## config.mk

```make
export PLATFORM = sky130hd
export DESIGN_NAME = keypad_scanner
export DESIGN_NICKNAME = d
export VERILOG_FILES = /design/src/rtl/keypad_scanner.sv
export SDC_FILE = /design/constraint.sdc
export NUM_CORES = 1
export LEC_CHECK = 0
export ABC_AREA = 1
export CORE_ASPECT_RATIO = 1.75
export CORE_MARGIN = 10
export CORE_UTILIZATION = 56
export CTS_BUF_LIST = sky130_fd_sc_hd__clkbuf_4
export CTS_CLUSTER_DIAMETER = 80
export CTS_CLUSTER_SIZE = 8
export DETAILED_ROUTE_END_ITERATION = 12
export GPL_ROUTABILITY_DRIVEN = 0
export PLACE_DENSITY_LB_ADDON = 0.05
export SYNTH_ARGS = -nofsm -noshare
export SYNTH_HDL_FRONTEND = slang
export SYNTH_SLANG_ARGS = --single-unit
```

## constraint.sdc

```tcl
create_clock -name axi_aclk -period 5.5 [get_ports axi_aclk]
set_input_delay 1.1 -clock axi_aclk [delete_from_list [all_inputs] [get_ports axi_aclk]]
set_output_delay 1.1 -clock axi_aclk [all_outputs]
set_load 0.02 [all_outputs]
```

## src/rtl/keypad_scanner.sv

```systemverilog
// 4x4 matrix keypad scanner: column drive, per-key debounce and a FWFT event FIFO.
// Define KEYPAD_RELEASE_EVENT_EN to also queue release events ({1'b1,k}).
module keypad_scanner #(
  parameter int unsigned SETTLE_CYCLES  = 1000,
  parameter int unsigned DEBOUNCE_SCANS = 4,
  parameter int unsigned FIFO_DEPTH     = 4
) (
  input  logic        axi_aclk,
  input  logic        axi_aresetn,
  input  logic        enable,
  output logic [3:0]  keypad_col,
  input  logic [3:0]  keypad_row,
  output logic        key_valid,
  input  logic        key_ready,
  output logic [4:0]  key_code,
  output logic [15:0] key_pressed,
  output logic        overflow,
  input  logic        overflow_clr,
  output logic        irq
);

  localparam int unsigned TIMER_W = 16;
  localparam int unsigned CNT_W   = 3;
  localparam int unsigned PTR_W   = $clog2(FIFO_DEPTH);
  localparam int unsigned LVL_W   = PTR_W + 1;

  typedef enum logic [1:0] {IDLE, DRIVE, SAMPLE, COMMIT} state_t;

  // Reset asserts asynchronously, deasserts two edges after axi_aresetn rises
  logic [1:0] rst_q;
  logic       rst_n;

  always_ff @(posedge axi_aclk or negedge axi_aresetn) begin
    if (!axi_aresetn) rst_q <= '0;
    else              rst_q <= {rst_q[0], 1'b1};
  end

  assign rst_n = rst_q[1];

  logic [3:0] row_meta_q, row_sync_q;

  always_ff @(posedge axi_aclk or negedge rst_n) begin
    if (!rst_n) begin
      row_meta_q <= 4'hF;
      row_sync_q <= 4'hF;
    end else begin
      row_meta_q <= keypad_row;
      row_sync_q <= row_meta_q;
    end
  end

  state_t               state_q, state_d;
  logic [1:0]           col_idx_q, col_idx_d;
  logic [TIMER_W-1:0]   timer_q, timer_d;
  logic [3:0]           key_idx_q, key_idx_d;
  logic [3:0]           col_drive_c;
  logic                 sample_c, commit_c;

  always_ff @(posedge axi_aclk or negedge rst_n) begin
    if (!rst_n) begin
      state_q    <= IDLE;
      col_idx_q  <= '0;
      timer_q    <= '0;
      key_idx_q  <= '0;
      keypad_col <= 4'hF;
    end else begin
      state_q    <= state_d;
      col_idx_q  <= col_idx_d;
      timer_q    <= timer_d;
      key_idx_q  <= key_idx_d;
      keypad_col <= col_drive_c;
    end
  end

  // Dropping enable abandons the partial scan; debounce state and FIFO are kept
  always_comb begin
    state_d     = state_q;
    col_idx_d   = col_idx_q;
    timer_d     = timer_q;
    key_idx_d   = key_idx_q;
    sample_c    = 1'b0;
    commit_c    = 1'b0;
    col_drive_c = 4'hF;
    if (!enable) begin
      state_d   = IDLE;
      col_idx_d = '0;
      timer_d   = '0;
      key_idx_d = '0;
    end else begin
      case (state_q)
        IDLE: begin
          state_d   = DRIVE;
          col_idx_d = '0;
          timer_d   = '0;
        end
        DRIVE: begin
          if (timer_q == TIMER_W'(SETTLE_CYCLES - 1)) begin
            state_d = SAMPLE;
            timer_d = '0;
          end else begin
            timer_d = timer_q + TIMER_W'(1);
          end
        end
        SAMPLE: begin
          sample_c = 1'b1;
          if (col_idx_q == 2'd3) begin
            state_d   = COMMIT;
            key_idx_d = '0;
          end else begin
            state_d   = DRIVE;
            col_idx_d = col_idx_q + 2'd1;
          end
        end
        COMMIT: begin
          commit_c  = 1'b1;
          key_idx_d = key_idx_q + 4'd1;
          if (key_idx_q == 4'd15) begin
            state_d   = DRIVE;
            col_idx_d = '0;
            timer_d   = '0;
          end
        end
        default: state_d = IDLE;
      endcase
    end
    if (state_d == DRIVE || state_d == SAMPLE)
      col_drive_c = ~(4'b0001 << col_idx_d);
  end

  logic [15:0] raw_q;

  always_ff @(posedge axi_aclk or negedge rst_n) begin
    if (!rst_n) begin
      raw_q <= '0;
    end else if (sample_c) begin
      for (int r = 0; r < 4; r++)
        raw_q[{2'(r), col_idx_q}] <= ~row_sync_q[r];
    end
  end

  // Per-key debounce: count consecutive scans disagreeing with the debounced state
  logic [CNT_W-1:0] cnt_q [16];
  logic [CNT_W-1:0] cnt_inc_c;
  logic             differ_c, toggle_c;
  logic             push_c;
  logic [4:0]       push_code_c;

  always_comb begin
    differ_c  = raw_q[key_idx_q] != key_pressed[key_idx_q];
    cnt_inc_c = cnt_q[key_idx_q] + CNT_W'(1);
    toggle_c  = commit_c && differ_c && (cnt_inc_c == CNT_W'(DEBOUNCE_SCANS));
`ifdef KEYPAD_RELEASE_EVENT_EN
    push_c      = toggle_c;
    push_code_c = {key_pressed[key_idx_q], key_idx_q};
`else
    push_c      = toggle_c && !key_pressed[key_idx_q];
    push_code_c = {1'b0, key_idx_q};
`endif
  end

  always_ff @(posedge axi_aclk or negedge rst_n) begin
    if (!rst_n) begin
      for (int k = 0; k < 16; k++) cnt_q[k] <= '0;
      key_pressed <= '0;
    end else if (commit_c) begin
      if (!differ_c || toggle_c) cnt_q[key_idx_q] <= '0;
      else                       cnt_q[key_idx_q] <= cnt_inc_c;
      if (toggle_c) key_pressed[key_idx_q] <= ~key_pressed[key_idx_q];
    end
  end

  // FWFT event FIFO with registered head; push while full is accepted only with a pop
  logic [4:0]       mem_q [FIFO_DEPTH];
  logic [PTR_W-1:0] wr_ptr_q, rd_ptr_q, rd_ptr_d;
  logic [LVL_W-1:0] level_q, level_d;
  logic             full_c, pop_c, wr_en_c, drop_c;
  logic [4:0]       head_d;

  always_comb begin
    full_c   = level_q == LVL_W'(FIFO_DEPTH);
    pop_c    = key_valid && key_ready;
    wr_en_c  = push_c && (!full_c || pop_c);
    drop_c   = push_c && full_c && !pop_c;
    rd_ptr_d = pop_c ? rd_ptr_q + PTR_W'(1) : rd_ptr_q;
    level_d  = level_q + LVL_W'(wr_en_c) - LVL_W'(pop_c);
    if (wr_en_c && (level_q - LVL_W'(pop_c)) == '0) head_d = push_code_c;
    else                                            head_d = mem_q[rd_ptr_d];
  end

  always_ff @(posedge axi_aclk or negedge rst_n) begin
    if (!rst_n) begin
      for (int i = 0; i < int'(FIFO_DEPTH); i++) mem_q[i] <= '0;
      wr_ptr_q  <= '0;
      rd_ptr_q  <= '0;
      level_q   <= '0;
      key_valid <= 1'b0;
      key_code  <= '0;
      overflow  <= 1'b0;
    end else begin
      if (wr_en_c) begin
        mem_q[wr_ptr_q] <= push_code_c;
        wr_ptr_q        <= wr_ptr_q + PTR_W'(1);
      end
      rd_ptr_q  <= rd_ptr_d;
      level_q   <= level_d;
      key_valid <= level_d != '0;
      key_code  <= head_d;
      if (drop_c)            overflow <= 1'b1;
      else if (overflow_clr) overflow <= 1'b0;
    end
  end

  assign irq = key_valid;

endmodule
```

## Word level (Yosys, flattened, before mapping)

Index checks and enable logic that the tools add are counted.

| word-level totals | value |
|---|---|
| output and inout port bits | 28 |
| memories kept | 0 |
| ROM bits | 0 |
| input port bits | 9 |
| latch bits | 0 |
| memory bits (writable) | 0 |
| logic and storage cells | 173 |
| register bits after elaboration | 152 |

| operators by class | value |
|---|---|
| muxes and demuxes | 57 |
| div/mod/pow operators | 0 |
| magnitude comparators | 15 |
| add/subtract/negate cells | 9 |
| bitwise gates (word level) | 11 |
| reduce and logical (&&, ||, !) cells | 29 |
| shifts and indexed selects | 1 |
| equal/unequal tests | 15 |
| $mul | 0 |

Operator list:

| cell | count |
|---|---|
| $bwmux W16 | 5 |
| $and A48 B48 Y48 | 1 |
| $bwmux W48 | 1 |
| $mux W16 | 3 |
| $mux W48 | 1 |
| $not A48 Y48 | 1 |
| $pmux W16 S3 | 1 |
| $bwmux W20 | 1 |
| $mux W5 | 4 |
| $add A16 B1 Y16 const B | 1 |
| $eq A16 B10 Y1 const B | 1 |
| $mux W2 | 8 |
| $logic_and A1 B1 Y1 | 15 |
| $lt A4 B5 Y1 const B | 3 |
| $mux W1 | 13 |
| $bmux W3 S4 | 1 |
| $demux W3 S4 | 1 |
| $ge A4 B1 Y1 const B | 3 |
| $mux W4 | 3 |
| $bmux W5 S2 | 1 |
| $demux W5 S2 | 1 |
| $mux W3 | 3 |
| $bmux W1 S4 | 2 |
| $demux W1 S2 | 4 |
| 37 further kinds | 59 |

## Depth between registers and ports, before layout

| depth | value |
|---|---|
| depth after elaboration | 12 |
| mapped depth | 22 |
| mapped depth without buffers | 18 |

## Worst setup path after synthesis

Ideal clock, no wire load.

| timing | value |
|---|---|
| path type | reg-to-reg |
| start | register key_idx_q[0] |
| end | register key_valid, in the netlist irq |
| path slack | 1.711 ns |
| path buffers | 4 |
| setup time | 0.131 ns |
| data arrival time | 3.658 ns |
| required time | 5.369 ns |
| cell stages (with the launch flop) | 20 |
| clock period less this slack | 3.789 ns |
| cells stage by stage | dfrtp_1 inv_2 buf_2 clkbuf_1 buf_1 o21ai_0 o22ai_1 nand2_1 nand4_1 ha_1 nand2_1 inv_1 nand4_2 buf_2 ha_1 inv_1 ha_1 fa_1 xnor2_1 or3_1 |

| between the ends | value |
|---|---|
| longest elaborated chain between the ends | 12 |
| elaborated cells between the ends (all ways) | 19 |
| those cells by class | 3 x add/sub; 2 x eq/ne; 7 x mux; 1 x bitwise; 6 x reduce/logical |

RTL lines:

| what | RTL line | text |
|---|---|---|
| start, declared | 55 | `logic [3:0] key_idx_q, key_idx_d;` |
| start signal, assigned | 70 | `key_idx_q <= key_idx_d;` |
| $not A4 Y5 (not written as such) | 150 | `cnt_inc_c = cnt_q[key_idx_q] + CNT_W'(1);` |
| $bmux W3 S4 | 150 |  |
| $mux W3 (not written as such) (2 in a row) | 150 |  |
| $add A3 B1 Y3 | 150 |  |
| $eq A3 B3 Y1 | 151 | `toggle_c = commit_c && differ_c && (cnt_inc_c == CNT_W'(DEBOUNCE_SCANS));` |
| $logic_and A1 B1 Y1 | 151 |  |
| $logic_and A1 B1 Y1 (*) | 156 | `push_c = toggle_c && !key_pressed[key_idx_q];` |
| $logic_and A1 B1 Y1 (*) | 182 | `wr_en_c = push_c && (!full_c \|\| pop_c);` |
| $add A3 B1 Y3 (*) | 185 | `level_d = level_q + LVL_W'(wr_en_c) - LVL_W'(pop_c);` |
| $sub A3 B1 Y3 (*) | 185 |  |
| via level_d[2] | 175 | `logic [LVL_W-1:0] level_q, level_d;` |
| $reduce_bool A3 Y1 (*) | 206 | `key_valid <= level_d != '0;` |
| end signal, assigned | 196 | `key_valid <= 1'b0;` |
| end signal, assigned | 206 |  |
| end, declared | 13 | `output logic key_valid,` |

The timed path passes the listed nets; every way through them passes the cells marked *. The select of a mux whose other input is x is not followed.
A chain may end at the register's enable or synchronous reset.

## Final worst setup path

| timing | value |
|---|---|
| start | register key_idx_q[1] |
| end | register key_valid, in the netlist irq |

The elaborated chain is that of the path after synthesis.

==> flow_summary.ini <==
[status]
result_of_the_run = finished, final reports clean

[clocking]
cts_tree = yes
post_cts_hold_buffer_count = 0
path_clk_slew_ns = 0.14
clock_latency_ns = 0.56
cts_root_buffer = sky130_fd_sc_hd__clkbuf_4
post_cts_setup_inserts = 0
htree_num_levels = 4
sink_count_of_the_clock_tree = 147
tritoncts.num_buffers = 17
clock_tree.buffer_depth = 2
cts_resized = 0

[power_and_ir_drop]
internal_dissipation_mw = 1.54
power_switching_share_pct = 30.5
powerDensity_nw_per_um2 = 271
power_switching_uw = 676
power.clock.fraction_pct = 33.6
vdd_drop_max_mv = 0.180
p_comb_share_pct = 13.9
sequentialPowerShare_pct = 52.5
p_leak_nw = 3.89

[logic_synthesis]
netlist.top_cell.by_area = sky130_fd_sc_hd__dfrtp_1
postSynthCellCount = 923
syn-num-nets = 947
avgSynthCellArea_um2 = 8.10
synthArstFlopShare_pct = 100
synth_common_cells = 223 x sky130_fd_sc_hd__nand2_1, 135 x sky130_fd_sc_hd__dfrtp_1, 132 x sky130_fd_sc_hd__inv_1
post_synth_num_cell_types = 48
dominantRegCellSynth = sky130_fd_sc_hd__dfrtp_1
synth.area.top_cells = sky130_fd_sc_hd__dfrtp_1 45%, sky130_fd_sc_hd__nand2_1 11%, sky130_fd_sc_hd__inv_1 6.6%
synth_seq_cells = 147
ys_seq_area_share_pct = 49.4
ys_warn_count = 0
synth_enable_flop_cells = 0
synth_top_area_share_pct = 45.2
mappedNetlistArea_um2 = 7480
most_common_cell_in_the_netlist = sky130_fd_sc_hd__nand2_1

[drt]
vias = 6072
via_per_inst = 5.35
drt_drc_violations_left = 0
postRouteAntennaNets = 0
detailed_route_wire_length_mm = 17.5
wire_per_inst_um = 15.4
drt_first_iter_violations = 345
firstDrtPassIters = 5

[setup_path]
r2r_start = key_idx_q[1]
critPathArrivalTime_ns = 4.56
cp.required_ns = 5.95
worst_setup_end_kind = flip-flop
worstPathMaxFanout = 25
crit-reg2reg-capture = irq
timing.reg2reg.setup_slack_ns = 1.39
worstSetupStartpointType = flip-flop
path_class = flip-flop to flip-flop
worstRegToRegCells = 19

[sta]
period_minus_slack_ns = 4.11
period_share_pct = 74.7
worst_case_headroom_to_the_max_slew_limit_pct = 32.0
timing.final.hold_violations = 0
final-max-slew-violation-count = 0
grt_setup_unrepaired = false
maxClockFrequency_mhz = 243
report.final.setup_viol = 0
finalSetupTns_ns = 0
finClkSkew_ns = 0.0154
max_slew.worst_pin.slew_ns = 1.02

[die]
start_util_pct = 57.5
coreArea_um2 = 13000
ioPinCount = 37
floorplan.die_area_um2 = 18600
placement_rows = 55
die_width_um = 107
die_y_um = 173

[place]
numPlacedInstances = 1103
hpwl_mm = 12.6
placement.io_buffers = 35

[cells_and_area]
fillerInstances = 1124
drive_gt1_share_pct = 8.40
areaGrowthSynthToFinish_pct = 9.44
final_cells = 1136
finalNetCount = 975

[worst_hold_path]
min_delay_path_depth = 0
hold_class = flip-flop to flip-flop
worstHoldEndpoint = row_sync_q[0]
worstHoldStart = row_meta_q[0]

[grt]
via_count_of_the_first_global_routing_pass = 6230
global_route_wire_length_before_repair_mm = 29.0
globalRoute.totalOverflow = 0
grt_max_degree = 81
grt_util_all_layers_pct = 19.3
number_of_antenna_violations_at_the_first_check_in_global_routing = 1

[job]
max-cap-violations = 0
[power groups by stage]
stage | logic [mW] | registers, mW | clock network (mW)
floorplan | 0.181 | 1.20 | 0
global placement | 0.304 | 1.18 | 0
detailed placement | 0.314 | 1.19 | 0
CTS | 0.315 | 1.16 | 0.769
global route | 0.344 | 1.17 | 0.813
finish | 0.309 | 1.16 | 0.745
[worst max-delay path, cell delays in order, from the launching register on]
cell	delay [ns]
sky130_fd_sc_hd__dfrtp_1	0.75
sky130_fd_sc_hd__inv_2	0.39
sky130_fd_sc_hd__o21ai_0	0.18
sky130_fd_sc_hd__o22ai_1	0.10
sky130_fd_sc_hd__nand2_1	0.06
sky130_fd_sc_hd__nand2_1	0.09
sky130_fd_sc_hd__nor2_1	0.19
sky130_fd_sc_hd__inv_1	0.09
sky130_fd_sc_hd__ha_1	0.23
sky130_fd_sc_hd__inv_1	0.10
sky130_fd_sc_hd__o21ai_4	0.08
sky130_fd_sc_hd__nand2_4	0.10
sky130_fd_sc_hd__nand4_2	0.07
sky130_fd_sc_hd__buf_4	0.23
sky130_fd_sc_hd__ha_1	0.29
sky130_fd_sc_hd__inv_1	0.04
sky130_fd_sc_hd__ha_1	0.19
sky130_fd_sc_hd__fa_1	0.38
sky130_fd_sc_hd__xnor2_1	0.15
sky130_fd_sc_hd__or3_1	0.30
[how the worst max path moves through the flow]
| stage | end | slack (ns) | startpoint |
|---|---|---|---|
| finish | irq | 1.39 | key_idx_q[1] |
| global route | irq | 1.15 | key_idx_q[1] |
| floorplan | cnt_q[0] | 1.12 | rst_q[1] |
| global placement | irq | 1.25 | enable |
| CTS | irq | 1.36 | key_idx_q[1] |
| detailed placement | irq | 1.15 | enable |
[registers in the layout, indices dropped and copies added, names as in the netlist]
register,flops
keypad_col,4
mem_q,16
level_q,3
key_code,4
key_idx_q,4
col_idx_q,2
row_sync_q,4
wr_ptr_q,2
key_pressed,16
raw_q,16
row_meta_q,4
rst_q,2
cnt_q,48
rd_ptr_q,2
state_q,2
timer_q,16
irq,1
overflow,1
[layout by cell type, fill, tap and decap left out, types with 5 or more instances in the layout]
cell type                         instances
sky130_fd_sc_hd__nor3_1                  14
sky130_fd_sc_hd__a21oi_2                 10
sky130_fd_sc_hd__clkdlybuf4s50_1         35
sky130_fd_sc_hd__o21ai_1                 20
sky130_fd_sc_hd__o31ai_1                  5
sky130_fd_sc_hd__o21bai_1                20
sky130_fd_sc_hd__a21oi_1                 28
sky130_fd_sc_hd__clkbuf_4                17
sky130_fd_sc_hd__nor2_1                  92
sky130_fd_sc_hd__ha_1                    14
sky130_fd_sc_hd__buf_4                    6
sky130_fd_sc_hd__dfstp_2                 12
sky130_fd_sc_hd__inv_6                    5
sky130_fd_sc_hd__dfrtp_1                134
sky130_fd_sc_hd__nand2_1                223
sky130_fd_sc_hd__o21ai_0                 64
sky130_fd_sc_hd__inv_1                  132
sky130_fd_sc_hd__nand3_1                 69
sky130_fd_sc_hd__o22ai_1                  9
[metrics by stage]
stage | power [mW] | instance area (µm²) | setup slack (ns) | hold slack [ns] | util, %
after floorplan | 1.38 | 7480 | 1.12 | 0.331 | -
after global placement | 1.49 | 7860 | 1.25 | 0.337 | 60.4
after detailed placement | 1.50 | 7860 | 1.15 | 0.346 | 60.4
after CTS | 2.25 | 8180 | 1.36 | 0.370 | 62.9
after global routing | 2.33 | 8180 | 1.15 | 0.376 | 62.9
final | 2.22 | 8180 | 1.39 | 0.368 | 62.9
[per-layer routing]
| metal | routed length [µm] | track usage [%] | share of wire (%) | vias to the layer above |
|---|---|---|---|---|
| li1 | - | - | - | 2990 |
| met1 | 6430 | 19.1 | 37 | 2914 |
| met2 | 9790 | 36.3 | 56 | 129 |
| met3 | 648 | 4.06 | 3.7 | 39 |
| met4 | 598 | 9.40 | 3.4 | 0 |
| met5 | 0 | 0 | 0 | - |
[cells by family after synthesis]
logic type | share of synthesized area (%)
AO/OA/AOI/OAI | 13.3
buffers and inverters | 9.77
adder cells (fa/ha/maj) | 2.61
multiplexers | 0.134
XOR/XNOR | 0.837
AND/OR/NAND/NOR | 23.8
other | 0.100
flip-flops | 49.4
[layout make-up]
type / instances / area, µm² / share of cell area [%]
inverter: 134 / 503 / 6.15
clock inverter: 15 / 190 / 2.32
antenna: 1 / 2.50 / 0.0306
sequential: 147 / 3700 / 45.2
timing repair buffer: 41 / 395 / 4.83
multi-input combinational: 610 / 3050 / 37.3
tap: 171 / 214 / 2.62
clock buffer: 17 / 128 / 1.56
No activity file was read; power rests on OpenSTA's default activity.
